## src/rtl/uart_tx_gen.sv

```systemverilog
// uart_tx_gen -- parameterised UART transmitter (start, data LSB first,
// optional parity, 1 or 2 stop bits).
//
// Bit time is DIV = CLK_FREQ / BAUD_RATE clk cycles, counted with a clock
// enable style counter; no derived clock is generated.
//
// Optional feature:
//   UART_TX_PARITY_EN  when defined, a parity bit (even, or odd when
//                      PARITY_ODD=1) follows the last data bit. When
//                      undefined, STOP follows DATA and PARITY_ODD is ignored.
//
// Ports:
//   clk       in   single clock, rising edge
//   rst       in   synchronous active-high reset
//   tx_valid  in   tx_data holds a word to send
//   tx_data   in   [DATA_BITS-1:0] word to transmit
//   tx_ready  out  a word can be accepted this cycle (IDLE and not in reset)
//   tx        out  serial line, idles high
//   busy      out  high while a frame is on the line
//   done      out  one-cycle pulse in the first IDLE cycle after a frame

module uart_tx_gen #(
    parameter int CLK_FREQ   = 1000000,
    parameter int BAUD_RATE  = 9600,
    parameter int DATA_BITS  = 8,
    parameter int STOP_BITS  = 1,
    parameter int PARITY_ODD = 0
) (
    input  logic                 clk,
    input  logic                 rst,
    input  logic                 tx_valid,
    input  logic [DATA_BITS-1:0] tx_data,
    output logic                 tx_ready,
    output logic                 tx,
    output logic                 busy,
    output logic                 done
);

    localparam int DIV      = CLK_FREQ / BAUD_RATE;
    localparam int STOP_LEN = STOP_BITS * DIV;
    localparam int CNT_W    = (STOP_LEN > 1) ? $clog2(STOP_LEN) : 1;

    localparam logic [CNT_W-1:0] BIT_END  = CNT_W'(DIV - 1);
    localparam logic [CNT_W-1:0] STOP_END = CNT_W'(STOP_LEN - 1);
    localparam logic [3:0]       LAST_IDX = 4'(DATA_BITS - 1);

    if (DIV < 2) begin : g_div_chk
        $error("uart_tx_gen: CLK_FREQ/BAUD_RATE must be at least 2");
    end
    if (DATA_BITS < 5 || DATA_BITS > 9) begin : g_data_chk
        $error("uart_tx_gen: DATA_BITS must be in 5..9");
    end
    if (STOP_BITS != 1 && STOP_BITS != 2) begin : g_stop_chk
        $error("uart_tx_gen: STOP_BITS must be 1 or 2");
    end
    if (PARITY_ODD != 0 && PARITY_ODD != 1) begin : g_par_chk
        $error("uart_tx_gen: PARITY_ODD must be 0 or 1");
    end

    typedef enum logic [2:0] {
        IDLE,
        START,
        DATA,
`ifdef UART_TX_PARITY_EN
        PARITY,
`endif
        STOP
    } state_t;

    state_t               state;
    logic [CNT_W-1:0]     cnt;      // cycles within the current bit (or whole stop period)
    logic [3:0]           bit_idx;  // index of the data bit currently on the line
    logic [DATA_BITS-1:0] shreg;    // remaining data bits, next one in bit 0
`ifdef UART_TX_PARITY_EN
    logic                 par;      // parity captured with the word
`endif

    assign tx_ready = (state == IDLE) && !rst;

    always_ff @(posedge clk) begin
        if (rst) begin
            state   <= IDLE;
            cnt     <= '0;
            bit_idx <= '0;
            shreg   <= '0;
`ifdef UART_TX_PARITY_EN
            par     <= 1'b0;
`endif
            tx      <= 1'b1;
            busy    <= 1'b0;
            done    <= 1'b0;
        end else begin
            done <= 1'b0;
            case (state)
                IDLE: begin
                    // rst is low in this branch, so tx_ready equals IDLE here
                    if (tx_valid) begin
                        state   <= START;
                        tx      <= 1'b0;
                        busy    <= 1'b1;
                        cnt     <= '0;
                        bit_idx <= '0;
                        shreg   <= tx_data;
`ifdef UART_TX_PARITY_EN
                        par     <= (^tx_data) ^ (PARITY_ODD != 0);
`endif
                    end
                end

                START: begin
                    if (cnt == BIT_END) begin
                        cnt     <= '0;
                        state   <= DATA;
                        tx      <= shreg[0];
                        shreg   <= shreg >> 1;
                        bit_idx <= '0;
                    end else begin
                        cnt <= cnt + 1'b1;
                    end
                end

                DATA: begin
                    if (cnt == BIT_END) begin
                        cnt <= '0;
                        if (bit_idx == LAST_IDX) begin
`ifdef UART_TX_PARITY_EN
                            state <= PARITY;
                            tx    <= par;
`else
                            state <= STOP;
                            tx    <= 1'b1;
`endif
                        end else begin
                            bit_idx <= bit_idx + 1'b1;
                            tx      <= shreg[0];
                            shreg   <= shreg >> 1;
                        end
                    end else begin
                        cnt <= cnt + 1'b1;
                    end
                end

`ifdef UART_TX_PARITY_EN
                PARITY: begin
                    if (cnt == BIT_END) begin
                        cnt   <= '0;
                        state <= STOP;
                        tx    <= 1'b1;
                    end else begin
                        cnt <= cnt + 1'b1;
                    end
                end
`endif

                STOP: begin
                    // the whole stop period is counted in one run of STOP_BITS*DIV cycles
                    if (cnt == STOP_END) begin
                        cnt   <= '0;
                        state <= IDLE;
                        tx    <= 1'b1;
                        busy  <= 1'b0;
                        done  <= 1'b1;
                    end else begin
                        cnt <= cnt + 1'b1;
                    end
                end

                default: begin
                    state <= IDLE;
                    cnt   <= '0;
                    tx    <= 1'b1;
                    busy  <= 1'b0;
                end
            endcase
        end
    end

endmodule

```

## config.mk

```make
export PLATFORM = sky130hd
export DESIGN_NAME = uart_tx_gen
export DESIGN_NICKNAME = d
export VERILOG_FILES = /design/src/rtl/uart_tx_gen.sv
export SDC_FILE = /design/constraint.sdc
export NUM_CORES = 1
export LEC_CHECK = 0
export CORE_MARGIN = 5
export CORE_UTILIZATION = 35
export CTS_CLUSTER_DIAMETER = 50
export DETAILED_ROUTE_END_ITERATION = 8
export PLACE_DENSITY_LB_ADDON = 0.15
export SLEW_MARGIN = 40
export SYNTH_ARGS = -nofsm -noshare
export SYNTH_HDL_FRONTEND = slang
export SYNTH_SLANG_ARGS = --single-unit
```

## constraint.sdc

```tcl
create_clock -name clk -period 4.6 [get_ports clk]
set_input_delay 0.92 -clock clk [delete_from_list [all_inputs] [get_ports clk]]
set_output_delay 0.92 -clock clk [all_outputs]
set_load 0.05 [all_outputs]
```

After elaboration in Yosys (flattened, before gate mapping)
Cells that the tools add are included.

Memory bits (read-only): 0. Bits in latches: 0. Memories kept: 0. RAM bits: 0. Output and inout bits: 4. Register bits after elaboration: 25.

Equality and inequality tests: 11. $add $sub $neg: 2. Muxes and demuxes: 29. Shifts and indexed selects: 0. Order comparisons: 0. Bitwise operators: 2. Reductions and logical operators: 11. Multiply operators: 0. Divide/modulo/power cells: 0.

Operators with widths (count): 8-bit two-way mux (4); 8-bit one-hot mux with 3 select lines (1); 4-bit two-way mux (4); 3-bit two-way mux (5); 7-bit two-way mux (2); 7-bit one-hot mux with 2 select lines (1); 2-bit inequality test, second input constant (6); 3-bit one-hot mux with 4 select lines (1); 4-bit one-hot mux with 3 select lines (1); 5-bit AND reduction (2); 1-bit two-way mux (8); 7-bit by 1-bit adder with 7-bit output, second input constant (1); 7-bit == test, second input constant (1); 3-bit by 2-bit == test with 1-bit output, second input constant (2); 4-bit by 1-bit adder with 4-bit output, second input constant (1); 4-bit by 3-bit == test with 1-bit output, second input constant (1); 1-bit one-hot mux with 4 select lines (1); 4-bit AND reduction (1); 2-bit OR reduction (2); 3-bit by 1-bit == test with 1-bit output, second input constant (1); 3-bit logical NOT (1); 1-bit one-hot mux with 3 select lines (1); 3-bit AND reduction (1); 3-bit nonzero test (1); 4 further kinds (5).

Logic depth before layout (Yosys ltp)
Depth after elaboration: 4. Gate-level depth with buffers: 8.

Worst setup path after synthesis
Ideal clock, no wire load.

Kind: in2out. Start: input port rst. End: output port tx_ready. Setup slack: 1894 ps. Arrival time: 1786 ps. Buffers on the path: 1. Cell stages on the path: 2. Cell sequence: clkbuf_1 nor2b_1.

Word-level cells in the longest chain between the ends: 2.

Ends and longest elaborated chain: start: declaration (line 30) `input logic rst,`; 1-bit logical NOT (line 78) `assign tx_ready = (state == IDLE) && !rst;`; 1-bit logical AND (line 78); end: declaration (line 33) `output logic tx_ready,`.

No other way between the ends.

Final worst setup path
Ends and elaborated chain as after synthesis.

==> results.py <==
metrics = {
    "run_status": {
        "status": "completed",
    },
    "setup_path": {
        "critPathMostFrequentCell": "clkdlybuf4s50_1",
        "critPathSlowestCell": "clkdlybuf4s50_1",
        "crit_type": "in2out",
        "crit_path_max_fanout": 17,
        "arrival_ps": 2450,
        "max_stage_delay_ps": 810,
        "crit_path_start_kind": "input port",
        "crit_required_ps": 3680,
        "end_kind": "output pin",
        "path_cells": "clkdlybuf4s50_1, buf_4, nor2b_1, clkdlybuf4s50_1",
    },
    "yosys": {
        "synth_most_common_cell": "dfxtp_1",
        "syn_inst": 152,
        "synthAdderAreaFrac_pct": 7.25,
        "yosysWarnings": 0,
        "synth_compound_area_share_pct": 25.7,
        "seq_area_frac_synth_pct": 34.8,
        "synthXorXnorAreaFrac_pct": 2.54,
        "synth_top_family_by_area": "compound AO/OA/AOI/OAI gates",
        "synth_top_cell_area_share_pct": 34.8,
        "async_flop_share_pct": 0,
        "postSynthAreaPerCell_sq_um": 9.08,
        "ys_ff_latch": 24,
        "synth_area_sq_mm": 0.00138,
        "synthMuxAreaShare_pct": 6.53,
        "synth_ff_type": "dfxtp_1",
        "yosysUniqueCellTypes": 42,
        "synth_nets": 171,
        "yosys.area.top_type": "dfxtp_1",
        "synth-simple-area-share_pct": 17.7,
        "synthTopCellsByCount": "dfxtp_1, a31oi_1",
        "synth-edff-count": 0,
        "synth.area.top_cells": "dfxtp_1, ha_1, mux2i_1, a211oi_1, a31oi_1",
    },
    "cts": {
        "clkTransAtPathRegs_ps": 90,
        "htreeDepth": 1,
        "cts_buffers": 3,
        "post_cts_resized": 0,
        "clockBufferDepth": 2,
        "cts-root-buf": "clkbuf_8",
        "post-cts-setup-buffer-count": 0,
        "cts_tree": "done",
        "hold_buffers": 0,
        "cts_sinks": 24,
        "worstSkewPairLatency_ps": 270,
    },
    "placed_design": {
        "numPortBuffers": 14,
        "gp_congestion": 0.792,
        "place_inst": 204,
        "dpl.hpwl_microns": 2100,
        "dpl_cell_area_sq_mm": 0.00154,
    },
    "drt": {
        "drc": 0,
        "met1_length_microns": 1500,
        "drt_iter0_markers": 45,
        "met2_length_microns": 1380,
        "wl_microns": 3080,
        "vias": 1163,
        "wl_per_cell_microns": 14.8,
        "ant_nets": 0,
        "top_layer": "met4",
        "detail_route.first_pass.iterations": 4,
        "wl_met3_microns": 182,
        "vias_per_cell": 5.59,
    },
    "cells_and_area": {
        "layoutNonFillerInstCount": 208,
        "finalCoreUtilization_pct": 42.9,
        "seq_area_sq_um": 480,
        "multi_input_area_sq_um": 826,
        "n_antenna_cell": 0,
        "area_growth_pct": 16.5,
        "final.fill_count": 401,
        "drive_gt1_share_pct": 8.13,
        "fin_area_sq_mm": 0.00161,
        "nets": 180,
    },
    "sta": {
        "fin_skew_ps": 3.86,
        "finalHoldViolations": 0,
        "period_share_pct": 73.4,
        "slew_violations": 0,
        "setup_viol": 0,
        "rsz0062_at_grt": "no",
        "fmax_ghz": 0.296,
        "fin_crit_ps": 3370,
        "slew_headroom_pct": 45.8,
        "tns_ps": 0,
        "tightest_slew_ps": 814,
    },
    "floorplan": {
        "die_area_sq_mm": 0.00530,
        "die_h_microns": 72.8,
        "die_width_microns": 72.8,
        "num_io_pins": 15,
        "core_area_sq_mm": 0.00374,
        "start_util_pct": 36.9,
        "rows": 22,
    },
    "global_route": {
        "antenna_found_initial": 0,
        "grt_pass1_vias": 1117,
        "grt.overflow.total": 0,
        "grt_pass1_wl_microns": 5290,
        "track_usage_pct": 12.2,
        "grt_max_degree": 20,
    },
    "power": {
        "ir_drop_v": 0.000328,
        "powerDensity_mw_per_mm2": 626,
        "total_power_w": 0.00101,
        "power.leakage_nw": 0.590,
    },
    "min_path": {
        "hp-class": "reg2reg",
    },
    "job": {
        "maxCapViolations": 0,
    },
}
metrics by stage:
step,setup slack [ps],hold slack (ps)
2_1_floorplan,1890,437
3_3_place_gp,1240,455
3_5_place_dp,1220,466
4_1_cts,1210,477
5_1_grt,1160,523
6_report,1230,472
cell usage in the layout (no fill, tap or decap), types with 4 or more instances in the layout:
cell type / Yosys / final
a211oi_1: 9 / 9
a31oi_1: 10 / 10
clkdlybuf4s50_1: 0 / 14
dfxtp_1: 24 / 24
ha_1: 8 / 8
inv_1: 6 / 6
mux2i_1: 9 / 9
nand2_1: 9 / 9
nand3_1: 5 / 5
nand4_1: 4 / 4
nor2_1: 9 / 9
o21ai_0: 4 / 4
o21ai_1: 5 / 5
o311ai_1: 4 / 4
path summary, 6_finish.rpt:
check	from	to	slack, ps	depth (start not counted)
min	bit_idx[3]	bit_idx[3]	470	2
max reg2reg	state[0]	bit_idx[2]	2380	6
max	rst	tx_ready	1230	4
min reg2reg	bit_idx[3]	bit_idx[3]	470	2
per-layer routing:
metal,track usage (%),vias up
met3,3.44,2
met1,15.9,545
met5,0,-
li1,-,586
met4,2.46,0
met2,20.0,30
report_power, final:
group | total, W | switching (W) | internal [W]
clock network | 0.000186 | 0.0000696 | 0.000116
logic | 0.000516 | 0.000313 | 0.000203
registers | 0.000304 | 0.0000373 | 0.000266
state kept, by name, summed over array words and instances (netlist names):
name     cells
bit_idx      4
cnt          7
done         1
shreg        8
state        2
tx           1
busy         1
layout make-up:
| cell class | count | area share (%) |
|---|---|---|
| tap | 48 | 3.74 |
| timing repair buffer | 15 | 9.18 |
| multi-input combinational | 111 | 51.4 |
| clock inverter | 1 | 1.87 |
| sequential | 24 | 29.9 |
| clock buffer | 3 | 2.57 |
| inverter | 6 | 1.40 |
cells by family (layout without fill, tap and decap cells):
group,after synthesis,after routing
xor gates and xnor gates,4,4
and+or+nand+nor,43,43
DFF,24,24
buffers and inverters,17,25
muxes,9,9
AOI/OAI and AO/OA,47,47
adders and majority gates,8,8
worst max-delay path: cells and delay by family:
family	cells	cell delay, ps
buffers and inverters	3	1410
AND/OR/NAND/NOR	1	130
Power figures use the tool's default switching activity.
